===== config.mk =====
export PLATFORM = sky130hd
export DESIGN_NAME = fp_correction_flat
export DESIGN_NICKNAME = d
export VERILOG_FILES = /design/src/rtl/fp_correction_if.sv /design/src/rtl/fp_correction.sv /design/src/flat_wrapper.sv
export SDC_FILE = /design/constraint.sdc
export NUM_CORES = 1
export LEC_CHECK = 0
export BUFFER_PORTS_ARGS = -buffer_cell sky130_fd_sc_hd__buf_4
export CAP_MARGIN = 30
export CORE_MARGIN = 2
export CORE_UTILIZATION = 55
export DETAILED_ROUTE_END_ITERATION = 6
export GPL_ROUTABILITY_DRIVEN = 0
export PLACE_DENSITY = 0.76
export SLEW_MARGIN = 5
export SYNTH_ARGS = -nofsm -noshare
export SYNTH_HDL_FRONTEND = slang
export SYNTH_SLANG_ARGS = --single-unit

===== constraint.sdc =====
create_clock -name i_clk -period 23.7 [get_ports i_clk]
set_input_delay 1.185 -clock i_clk [delete_from_list [all_inputs] [get_ports i_clk]]
set_output_delay 1.185 -clock i_clk [all_outputs]
set_load 0.01 [all_outputs]

===== src/rtl/fp_correction_if.sv =====
// Digit-stream bundle between the field adder, the final-reduction stage and its consumer.
// The slave modport is the reduction stage's view.
interface fp_correction_if #(
    parameter int unsigned RADIX = 32
);
    logic             start;
    logic             digit_in_valid;
    logic [RADIX-1:0] digit_in;
    logic             carry_in;
    logic             out_ready;
    logic             busy;
    logic             digit_out_valid;
    logic [RADIX-1:0] digit_res;
    logic             done;
    logic             reduced;

    modport slave (
        input  start,
        input  digit_in_valid,
        input  digit_in,
        input  carry_in,
        input  out_ready,
        output busy,
        output digit_out_valid,
        output digit_res,
        output done,
        output reduced
    );

    modport master (
        output start,
        output digit_in_valid,
        output digit_in,
        output carry_in,
        output out_ready,
        input  busy,
        input  digit_out_valid,
        input  digit_res,
        input  done,
        input  reduced
    );
endinterface


===== src/rtl/fp_correction.sv =====
// Digit-serial final reduction: buffers S and S - p, then streams S mod p (for S < 2p)
// out least-significant digit first under a valid/ready handshake.
module fp_correction #(
    parameter int unsigned             RADIX  = 32,
    parameter int unsigned             DIGITS = 14,
    parameter logic [RADIX*DIGITS-1:0] P      =
        448'h0002341F_27177344_6CFC5FD6_81C52056_7BC65C78_3158AEA3_FDC1767A_E2FFFFFF_FFFFFFFF_FFFFFFFF_FFFFFFFF_FFFFFFFF_FFFFFFFF_FFFFFFFF
) (
    input logic            i_clk,
    input logic            i_rst_n,
    fp_correction_if.slave io_bus
);
    localparam int unsigned     KW   = (DIGITS > 1) ? $clog2(DIGITS) : 1;
    localparam logic [KW-1:0]   LAST = KW'(DIGITS - 1);

    localparam logic [1:0] S_IDLE    = 2'd0;
    localparam logic [1:0] S_COLLECT = 2'd1;
    localparam logic [1:0] S_EMIT    = 2'd2;

    logic [1:0]       r_state;
    logic [KW-1:0]    r_k;
    logic [KW-1:0]    r_j;
    logic             r_borrow;
    logic             r_sel;
    logic             r_busy;
    logic             r_valid;
    logic             r_done;
    logic [RADIX-1:0] r_res;
    logic [RADIX-1:0] r_sum  [DIGITS];
    logic [RADIX-1:0] r_diff [DIGITS];

    logic             w_start_acc;
    logic             w_in_acc;
    logic             w_out_acc;
    logic             w_sel;
    logic [RADIX-1:0] w_pk;
    logic [RADIX:0]   w_sub;
    logic [KW-1:0]    w_next_j;

    // A start coinciding with done is dropped so the next operation begins after done.
    assign w_start_acc = io_bus.start && (r_state == S_IDLE) && !r_done;
    assign w_in_acc    = io_bus.digit_in_valid && (r_state == S_COLLECT);
    assign w_out_acc   = r_valid && io_bus.out_ready && (r_state == S_EMIT);
    assign w_pk        = P[r_k*RADIX +: RADIX];
    assign w_sub       = {1'b0, io_bus.digit_in} - {1'b0, w_pk} - {{RADIX{1'b0}}, r_borrow};
    // Final carry set means S >= 2^(RADIX*DIGITS) > p; no final borrow means S >= p.
    assign w_sel       = io_bus.carry_in | ~w_sub[RADIX];
    assign w_next_j    = r_j + 1'b1;

    // Operand buffers carry no reset; every entry is rewritten before it is read.
    always_ff @(posedge i_clk) begin
        if (w_in_acc) begin
            r_sum[r_k]  <= io_bus.digit_in;
            r_diff[r_k] <= w_sub[RADIX-1:0];
        end
    end

    always_ff @(posedge i_clk or negedge i_rst_n) begin
        if (!i_rst_n) begin
            r_state  <= S_IDLE;
            r_k      <= '0;
            r_j      <= '0;
            r_borrow <= 1'b0;
            r_sel    <= 1'b0;
            r_busy   <= 1'b0;
            r_valid  <= 1'b0;
            r_done   <= 1'b0;
            r_res    <= '0;
        end else begin
            r_done <= 1'b0;
            case (r_state)
                S_IDLE: begin
                    if (w_start_acc) begin
                        r_state  <= S_COLLECT;
                        r_k      <= '0;
                        r_borrow <= 1'b0;
                        r_sel    <= 1'b0;
                        r_busy   <= 1'b1;
                    end
                end
                S_COLLECT: begin
                    if (w_in_acc) begin
                        r_borrow <= w_sub[RADIX];
                        if (r_k == LAST) begin
                            r_k     <= '0;
                            r_sel   <= w_sel;
                            r_state <= S_EMIT;
                            r_j     <= '0;
                            r_valid <= 1'b1;
                            r_res   <= w_sel ? r_diff[0] : r_sum[0];
                        end else begin
                            r_k <= r_k + 1'b1;
                        end
                    end
                end
                S_EMIT: begin
                    if (w_out_acc) begin
                        if (r_j == LAST) begin
                            r_state <= S_IDLE;
                            r_valid <= 1'b0;
                            r_res   <= '0;
                            r_done  <= 1'b1;
                            r_busy  <= 1'b0;
                            r_j     <= '0;
                        end else begin
                            r_j   <= w_next_j;
                            r_res <= r_sel ? r_diff[w_next_j] : r_sum[w_next_j];
                        end
                    end
                end
                default: r_state <= S_IDLE;
            endcase
        end
    end

    assign io_bus.busy            = r_busy;
    assign io_bus.digit_out_valid = r_valid;
    assign io_bus.digit_res       = r_res;
    assign io_bus.done            = r_done;
    assign io_bus.reduced         = r_sel;
endmodule


===== src/flat_wrapper.sv =====
// flat-port wrapper written by rule: the top's interface ports become plain ports
module fp_correction_flat 
#(
    parameter int unsigned             RADIX  = 32,
    parameter int unsigned             DIGITS = 14,
    parameter logic [RADIX*DIGITS-1:0] P      =
        448'h0002341F_27177344_6CFC5FD6_81C52056_7BC65C78_3158AEA3_FDC1767A_E2FFFFFF_FFFFFFFF_FFFFFFFF_FFFFFFFF_FFFFFFFF_FFFFFFFF_FFFFFFFF
)
  (i_clk, i_rst_n, io_bus_start, io_bus_digit_in_valid, io_bus_digit_in, io_bus_carry_in, io_bus_out_ready, io_bus_busy, io_bus_digit_out_valid, io_bus_digit_res, io_bus_done, io_bus_reduced);
  fp_correction_if #(.RADIX(RADIX)) io_bus_i ();
  input logic i_clk;
  input logic i_rst_n;
  input wire logic [$bits(io_bus_i.start)-1:0] io_bus_start;
  input wire logic [$bits(io_bus_i.digit_in_valid)-1:0] io_bus_digit_in_valid;
  input wire logic [$bits(io_bus_i.digit_in)-1:0] io_bus_digit_in;
  input wire logic [$bits(io_bus_i.carry_in)-1:0] io_bus_carry_in;
  input wire logic [$bits(io_bus_i.out_ready)-1:0] io_bus_out_ready;
  output wire logic [$bits(io_bus_i.busy)-1:0] io_bus_busy;
  output wire logic [$bits(io_bus_i.digit_out_valid)-1:0] io_bus_digit_out_valid;
  output wire logic [$bits(io_bus_i.digit_res)-1:0] io_bus_digit_res;
  output wire logic [$bits(io_bus_i.done)-1:0] io_bus_done;
  output wire logic [$bits(io_bus_i.reduced)-1:0] io_bus_reduced;
  assign io_bus_i.start = io_bus_start;
  assign io_bus_i.digit_in_valid = io_bus_digit_in_valid;
  assign io_bus_i.digit_in = io_bus_digit_in;
  assign io_bus_i.carry_in = io_bus_carry_in;
  assign io_bus_i.out_ready = io_bus_out_ready;
  assign io_bus_busy = io_bus_i.busy;
  assign io_bus_digit_out_valid = io_bus_i.digit_out_valid;
  assign io_bus_digit_res = io_bus_i.digit_res;
  assign io_bus_done = io_bus_i.done;
  assign io_bus_reduced = io_bus_i.reduced;
  fp_correction #(.RADIX(RADIX), .DIGITS(DIGITS), .P(P)) u_core (.i_clk(i_clk), .i_rst_n(i_rst_n), .io_bus(io_bus_i));
endmodule

# [After elaboration in Yosys (flattened, before gate mapping)]
# Memories as Yosys holds them, arrays and structs flattened.
# Index checks and enable logic that the tools add are counted.
[word_totals] ff_bits=47 mem_bits_rw=896 in_bits=38 out_inout_bits=36 elab_cells=83 n_memories=2
[memory_table] memory="u_core.r_diff" depth=14 word_bits=32 rd=2 rd_clocked_by_memory_dff=0 wr=1 line="fp_correction.sv:30" text="logic [RADIX-1:0] r_diff [DIGITS];"
[memory_table] memory="u_core.r_sum" depth=14 word_bits=32 rd=2 rd_clocked_by_memory_dff=0 wr=1 line="fp_correction.sv:29" text="logic [RADIX-1:0] r_sum [DIGITS];"
[op_classes] addsub=4 eq_ne=9 n_shift=1 n_mux=40 bitwise=2 reduce_logical=16
[op_table] op="variable part select 448 x 10 -> 32 bit, first input constant" n=1
[op_table] op="2-to-1 mux 32 bit" n=6
[op_table] op="one-hot mux 32 bit (2 select lines)" n=1
[op_table] op="subtractor 32 x 32 -> 33 bit" n=1
[op_table] op="subtractor 33 x 1 -> 33 bit" n=1
[op_table] op="2-to-1 mux 4 bit" n=7
[op_table] op="one-hot mux 4 bit (2 select lines)" n=2
[op_table] op="2-to-1 mux 1 bit" n=14
[op_table] op="AND reduction 4 bit" n=3
[op_table] op="2-to-1 mux 2 bit" n=5
[op_table] op="AND reduction 5 bit" n=2
[op_table] op="adder 4 x 1 -> 4 bit, second input constant" n=2
[op_table] op="equality test 4 bit, second input constant" n=2
[op_table] op="one-hot mux 1 bit (2 select lines)" n=4
[op_table] op="inequality test 2 x 1 -> 1 bit, second input constant" n=3
[op_table] op="one-hot mux 2 bit (3 select lines)" n=1
[op_table] op="nonzero test 2 bit" n=3
[op_table] op="logical AND 1 bit" n=5
[op_table] op="inequality test 2 bit, second input constant" n=2
[op_table] op="AND reduction 3 bit" n=1
[op_table] op="equality test 2 x 1 -> 1 bit, second input constant" n=1
[op_table] op="equality test 2 bit, second input constant" n=1
[op_table] op="logical NOT 2 bit" n=1
[op_table] op="logical NOT 1 bit" n=1
[op_table] op="other kinds (2)" n=2

# [Longest topological paths before layout]
[logic_depth] word_depth=9 ltp_mapped=21 depth_no_buf=19

# [Least setup slack after synthesis]
# Ideal clock, no wire load.
[synth_path] path_type="input -> register" from="in io_bus_digit_in_valid" to="mem u_core.r_diff[3][0] (enable)" setup_time_ns=0.644 t_arrival_ns=7.598 required_time_ns=23.056 slack_ns=15.458 path_stages=3 n_path_buf=1 cell_sequence="nand3b_1 clkbuf_1 nor4_1"
[synth_via] elab_chain_len=3
[synth_rtl] element="start, declared" line="flat_wrapper.sv:14" text="input wire logic [$bits(io_bus_i.digit_in_valid)-1:0] io_bus_digit_in_valid;"
[synth_rtl] element="logical AND 1 bit" line="fp_correction.sv:42" text="assign w_in_acc = io_bus.digit_in_valid && (r_state == S_COLLECT);"
[synth_rtl] element="2-to-1 mux 1 bit" line="fp_correction.sv:52" text="if (w_in_acc) begin"
[synth_rtl] element="2-to-1 mux 1 bit (not written as such)" line="fp_correction.sv:54" text="r_diff[r_k] <= w_sub[RADIX-1:0];"
[synth_rtl] element="end, declared" line="fp_correction.sv:30"
# No other way between the ends.

# [Worst setup path in the final report]
[layout_path] from="reg u_core.r_k[2]" to="mem u_core.r_diff[1][22] (data pin)"
[layout_via] elab_chain_len=3
[layout_rtl] element="start, declared" line="fp_correction.sv:21" text="logic [KW-1:0] r_k;"
[layout_rtl] element="start signal, assigned" line="fp_correction.sv:92" text="r_k <= r_k + 1'b1;"
[layout_rtl] element="variable part select 448 x 10 -> 32 bit" line="fp_correction.sv:44" text="assign w_pk = P[r_k*RADIX +: RADIX];"
[layout_rtl] element="subtractor 32 x 32 -> 33 bit" line="fp_correction.sv:45" text="assign w_sub = {1'b0, io_bus.digit_in} - {1'b0, w_pk} - {{RADIX{1'b0}}, r_borrow};"
[layout_rtl] element="subtractor 33 x 1 -> 33 bit" line="fp_correction.sv:45"
[layout_rtl] element="named net u_core.w_sub[22]" line="fp_correction.sv:37" text="logic [RADIX:0] w_sub;"
# The timed path passes the listed nets, and every way through them passes these cells.

==> results by group <==
Route
  – Total Wirelength: 95100 um
  – Drt initial violations: 2799
  – Drt drc: 0
  – Via density: 6.607
  – DR WL/cell: 28.72 um
  – 1st-pass router iterations: 6
  – Vias: 21880
  – Post-route ant nets: 0

Final layout
  – Layout cells sized above 1: 23.56%
  – Final nets: 2404
  – P&R area growth vs syn: 12.18%
  – Post-route design area: 44810 sq um

Worst hold path
  – Cells on Worst Hold Path: 1
  – Hold Path Sink: u_core.r_borrow
  – HP Start: u_core.r_borrow
  – Hold Path Class: flip-flop to flip-flop

Floorplanning
  – Initial Utilization: 55.69%
  – Chip width: 273.5 um
  – Die height: 273.5 um
  – # IOs: 74
  – Core area: 71730 sq um
  – Rows: 98
  – Die area: 74800 sq um

Worst setup path
  – CP required: 23990 ps
  – R2R Setup Slk: 17560 ps
  – R2r endpoint: u_core.r_diff[1][22]
  – Slowest stage cell, crit path: xnor2_1
  – Worst R2R Path Depth: 17
  – Setup Crit Path Kind: flip-flop to flip-flop
  – Critical path, cell by cell: inv_1 -> nand2_1 -> o22a_1 -> fa_1 -> inv_1 -> ha_1 -> nor2_1 -> fa_1 -> a21boi_1 -> o22ai_2 -> a2111oi_1 -> o31a_1 -> a21bo_1 -> o21ba_1 -> o21a_1 -> nor2_1 -> xnor2_1
  – Reg2reg start: u_core.r_k[2]
  – CP startpoint kind: flip-flop
  – Arr. time, crit path: 6420 ps
  – Critical path peak fanout: 19
  – Buf/Inv on CP: 2
  – Setup crit end kind: flip-flop
  – Slowest cell delay on critical path: 820 ps
  – Critical path's top delay family: compound AO/OA/AOI/OAI gates

Synthesis
  – Post-synthesis simple-gate area fraction: 3.026%
  – Post-synth top flop: edfxtp_1
  – #FFs+latches synth: 943
  – Mapped cell area: 39950 sq um
  – Multiplexer share of the synthesized area: 15.16%
  – Synth cell types: 65
  – Top cell type's share of synthesized area: 67.36%
  – Post-Synth Adder-Cell Area: 2.449%
  – Register area share after synthesis: 70.30%
  – Ys Warns: 0
  – Area leader, netlist: edfxtp_1
  – XOR/XNOR share of the synthesized area: 0.6766%
  – Fraction of registers with async set/reset: 4.984%
  – Mapped Avg Cell Area: 18.22 sq um
  – Largest family of logic cells by synthesized area: multiplexers
  – Syn_nets: 2307
  – Post-Synthesis Cells: 2192
  – Compound-Gate Fraction of Synth Area: 5.911%
  – EDFF count, synth: 896
  – Area contributors post-synth: edfxtp_1, mux4_2, dfrtp_1

GRT
  – Initial antenna violation count: 1
  – Overall Global Routing Usage: 25.60%
  – Number of global-route vias before repair: 22020
  – Pin count of the biggest net entering global routing: 113
  – First-pass GRT wire length: 140600 um
  – Congestion Overflow GR: 0

Job
  – Max-cap violations: 0

Clock tree
  – CTS Buf Count: 86
  – Total number of H-tree levels: 3
  – Clk Latency, worst-skew pair: 640 ps
  – TritonCTS clock tree: done
  – Clk buf depth: 3
  – Clock transition at the registers of the reported paths: 60 ps
  – Hold-fix buffers, CTS: 0
  – Post-CTS Setup Inserts: 0
  – Clk root buf: clkbuf_16
  – Post-CTS Resized: 0
  – CTS sink cnt: 943

Timing
  – Period utilization: 25.90%
  – Final hold vios: 0
  – Post-layout min period: 6138 ps
  – FMAX: 162.9 MHz
  – Final Skew: 25.37 ps
  – Max-slew headroom: 25.89%
  – Final setup TNS: 0 ps
  – RSZ-0062 raised after global routing: no
  – Final setup vio count: 0
  – Slew @ Worst Pin: 1104 ps
  – Final Slew Violations: 0

Pwr
  – Net Sw Frac: 28.34%
  – Clock power share: 30.4%
  – P_int: 3380 uW
  – Leakage Power: 0.01469 uW
  – Switching power total: 1337 uW
  – Peak supply drop: 107.2 uV
  – Cell Pwr Density: 105.3 nW/um^2
  – Gate power share: 20.1%
  – Sequential power share: 49.4%

Outcome
  – Outcome: completed

Place
  – DPL Wire Length: 52780 um
  – # port buffers: 73
  – Placed cell areas: 41780 sq um
registers in the layout (all words and copies together) (netlist names), 2 cells and up:
register	cells
u_core.r_diff	448
u_core.r_sum	448
u_core.io_bus.digit_res	32
u_core.r_j	4
u_core.r_k	4
u_core.r_state	2
per-layer routing:
metal / routed length [um] / part of all wire, % / vias to the layer above / track usage (%)
li1: - / - / 9106 / -
met3: 8448 / 8.9 / 222 / 4.184
met1: 36880 / 39 / 11290 / 35.42
met4: 3479 / 3.7 / 0 / 9.908
met2: 46290 / 49 / 1258 / 41.37
met5: 0 / 0 / - / 0
worst reg2reg max path: cells and delay by family (launching register included):
kind,cells,cell delay (ps)
fa+ha+maj,3,1120
xor+xnor,1,820
buf+inv,2,640
flops,1,610
simple gates,3,430
compound gates,8,2170
through the flow:
step                setup WS, ps  cells  hold slack (ps)  total power (uW)  util [%]
floorplan                  15460   2192            484.6              2912         -
global placement           18040   3131            501.5              3196     58.03
detailed placement         17850   3142            513.2              3270     58.25
CTS                        17810   3301            525.9              4694     62.35
global route               17290   3311            553.3              4870     62.47
finish                     17560   3311            525.6              4717     62.47
layout by cell type, fill, tap and decap left out, drive strengths merged, types with 3 or more instances in the layout:
cell type	Yosys	layout
bufinv	0	13
o21ai	40	40
nand2	94	94
nand2b	6	6
a31oi	4	4
o21bai	3	3
nor3	18	18
clkinvlp	0	3
and2	8	8
nor2	46	46
o221ai	30	30
o211ai	129	129
a21oi	39	39
a21o	14	14
o31ai	4	4
inv	121	123
nand3	11	11
o31a	3	3
or2	6	6
xnor2	19	19
edfxtp	896	896
or3	3	3
ha	75	75
mux2	31	31
o2111ai	32	32
dfrtp	47	47
clkbuf	82	111
a211oi	3	3
xor2	11	11
o21a	4	4
nor4	6	6
mux4	224	224
nor2b	10	10
mux2i	66	66
clkinv	0	30
and3	33	33
a21boi	5	5
buf	44	135
Yosys cell counts, types with 10 or more instances:
| library cell | number |
|---|---|
| edfxtp_1 | 896 |
| mux4_2 | 224 |
| o211ai_1 | 129 |
| inv_1 | 121 |
| nand2_1 | 94 |
| clkbuf_1 | 82 |
| ha_1 | 75 |
| mux2i_1 | 66 |
| dfrtp_1 | 47 |
| nor2_1 | 46 |
| a21oi_1 | 37 |
| o21ai_0 | 36 |
| and3_1 | 33 |
| buf_2 | 33 |
| o2111ai_1 | 32 |
| mux2_2 | 31 |
| o221ai_1 | 30 |
| xnor2_1 | 19 |
| nor3_1 | 16 |
| a21o_1 | 14 |
| nand3_1 | 11 |
| nor2b_1 | 10 |
| xor2_1 | 10 |
final cells by class:
class / instances / area [sq um]
Antenna cell: 1 / 2.502
Sequential cell: 943 / 28090
Fill cell: 4747 / 26920
Inverter: 121 / 459.2
Clock buffer: 111 / 2350
Timing Repair Buffer: 135 / 1119
Clock inverter: 48 / 590.6
Multi-Input combinational cell: 1002 / 11020
Tap cell: 950 / 1189
logic make-up (layout without fill, tap and decap cells):
group	count (synthesis)	in the layout
simple gates	250	250
other cells	0	1
xor+xnor	30	30
mux	321	321
compound gates	324	324
flops	943	943
fa+ha+maj	77	77
buf+inv	247	415
worst max-delay path by stage:
stage               cells after the start                          end                   from  slack, ps
global placement                       17  u_core.io_bus.digit_res[15]          u_core.r_k[3]      18040
floorplan                               3          u_core.r_diff[3][0]  io_bus_digit_in_valid      15460
global route                           17         u_core.r_diff[1][22]          u_core.r_k[2]      17290
finish                                 17         u_core.r_diff[1][22]          u_core.r_k[2]      17560
detailed placement                     17         u_core.r_diff[1][22]          u_core.r_k[2]      17850
CTS                                    17         u_core.r_diff[1][22]          u_core.r_k[2]      17810
power groups by stage:
stage                     sequential, uW  clock, uW  combinational [uW]
after detailed placement            2360          0                 906
after floorplan                     2330          0                 578
final                               2330       1430                 950
after CTS                           2330       1450                 913
after global placement              2360          0                 839
after global routing                2340       1510                1020
No activity file was read; power rests on OpenSTA's default activity.
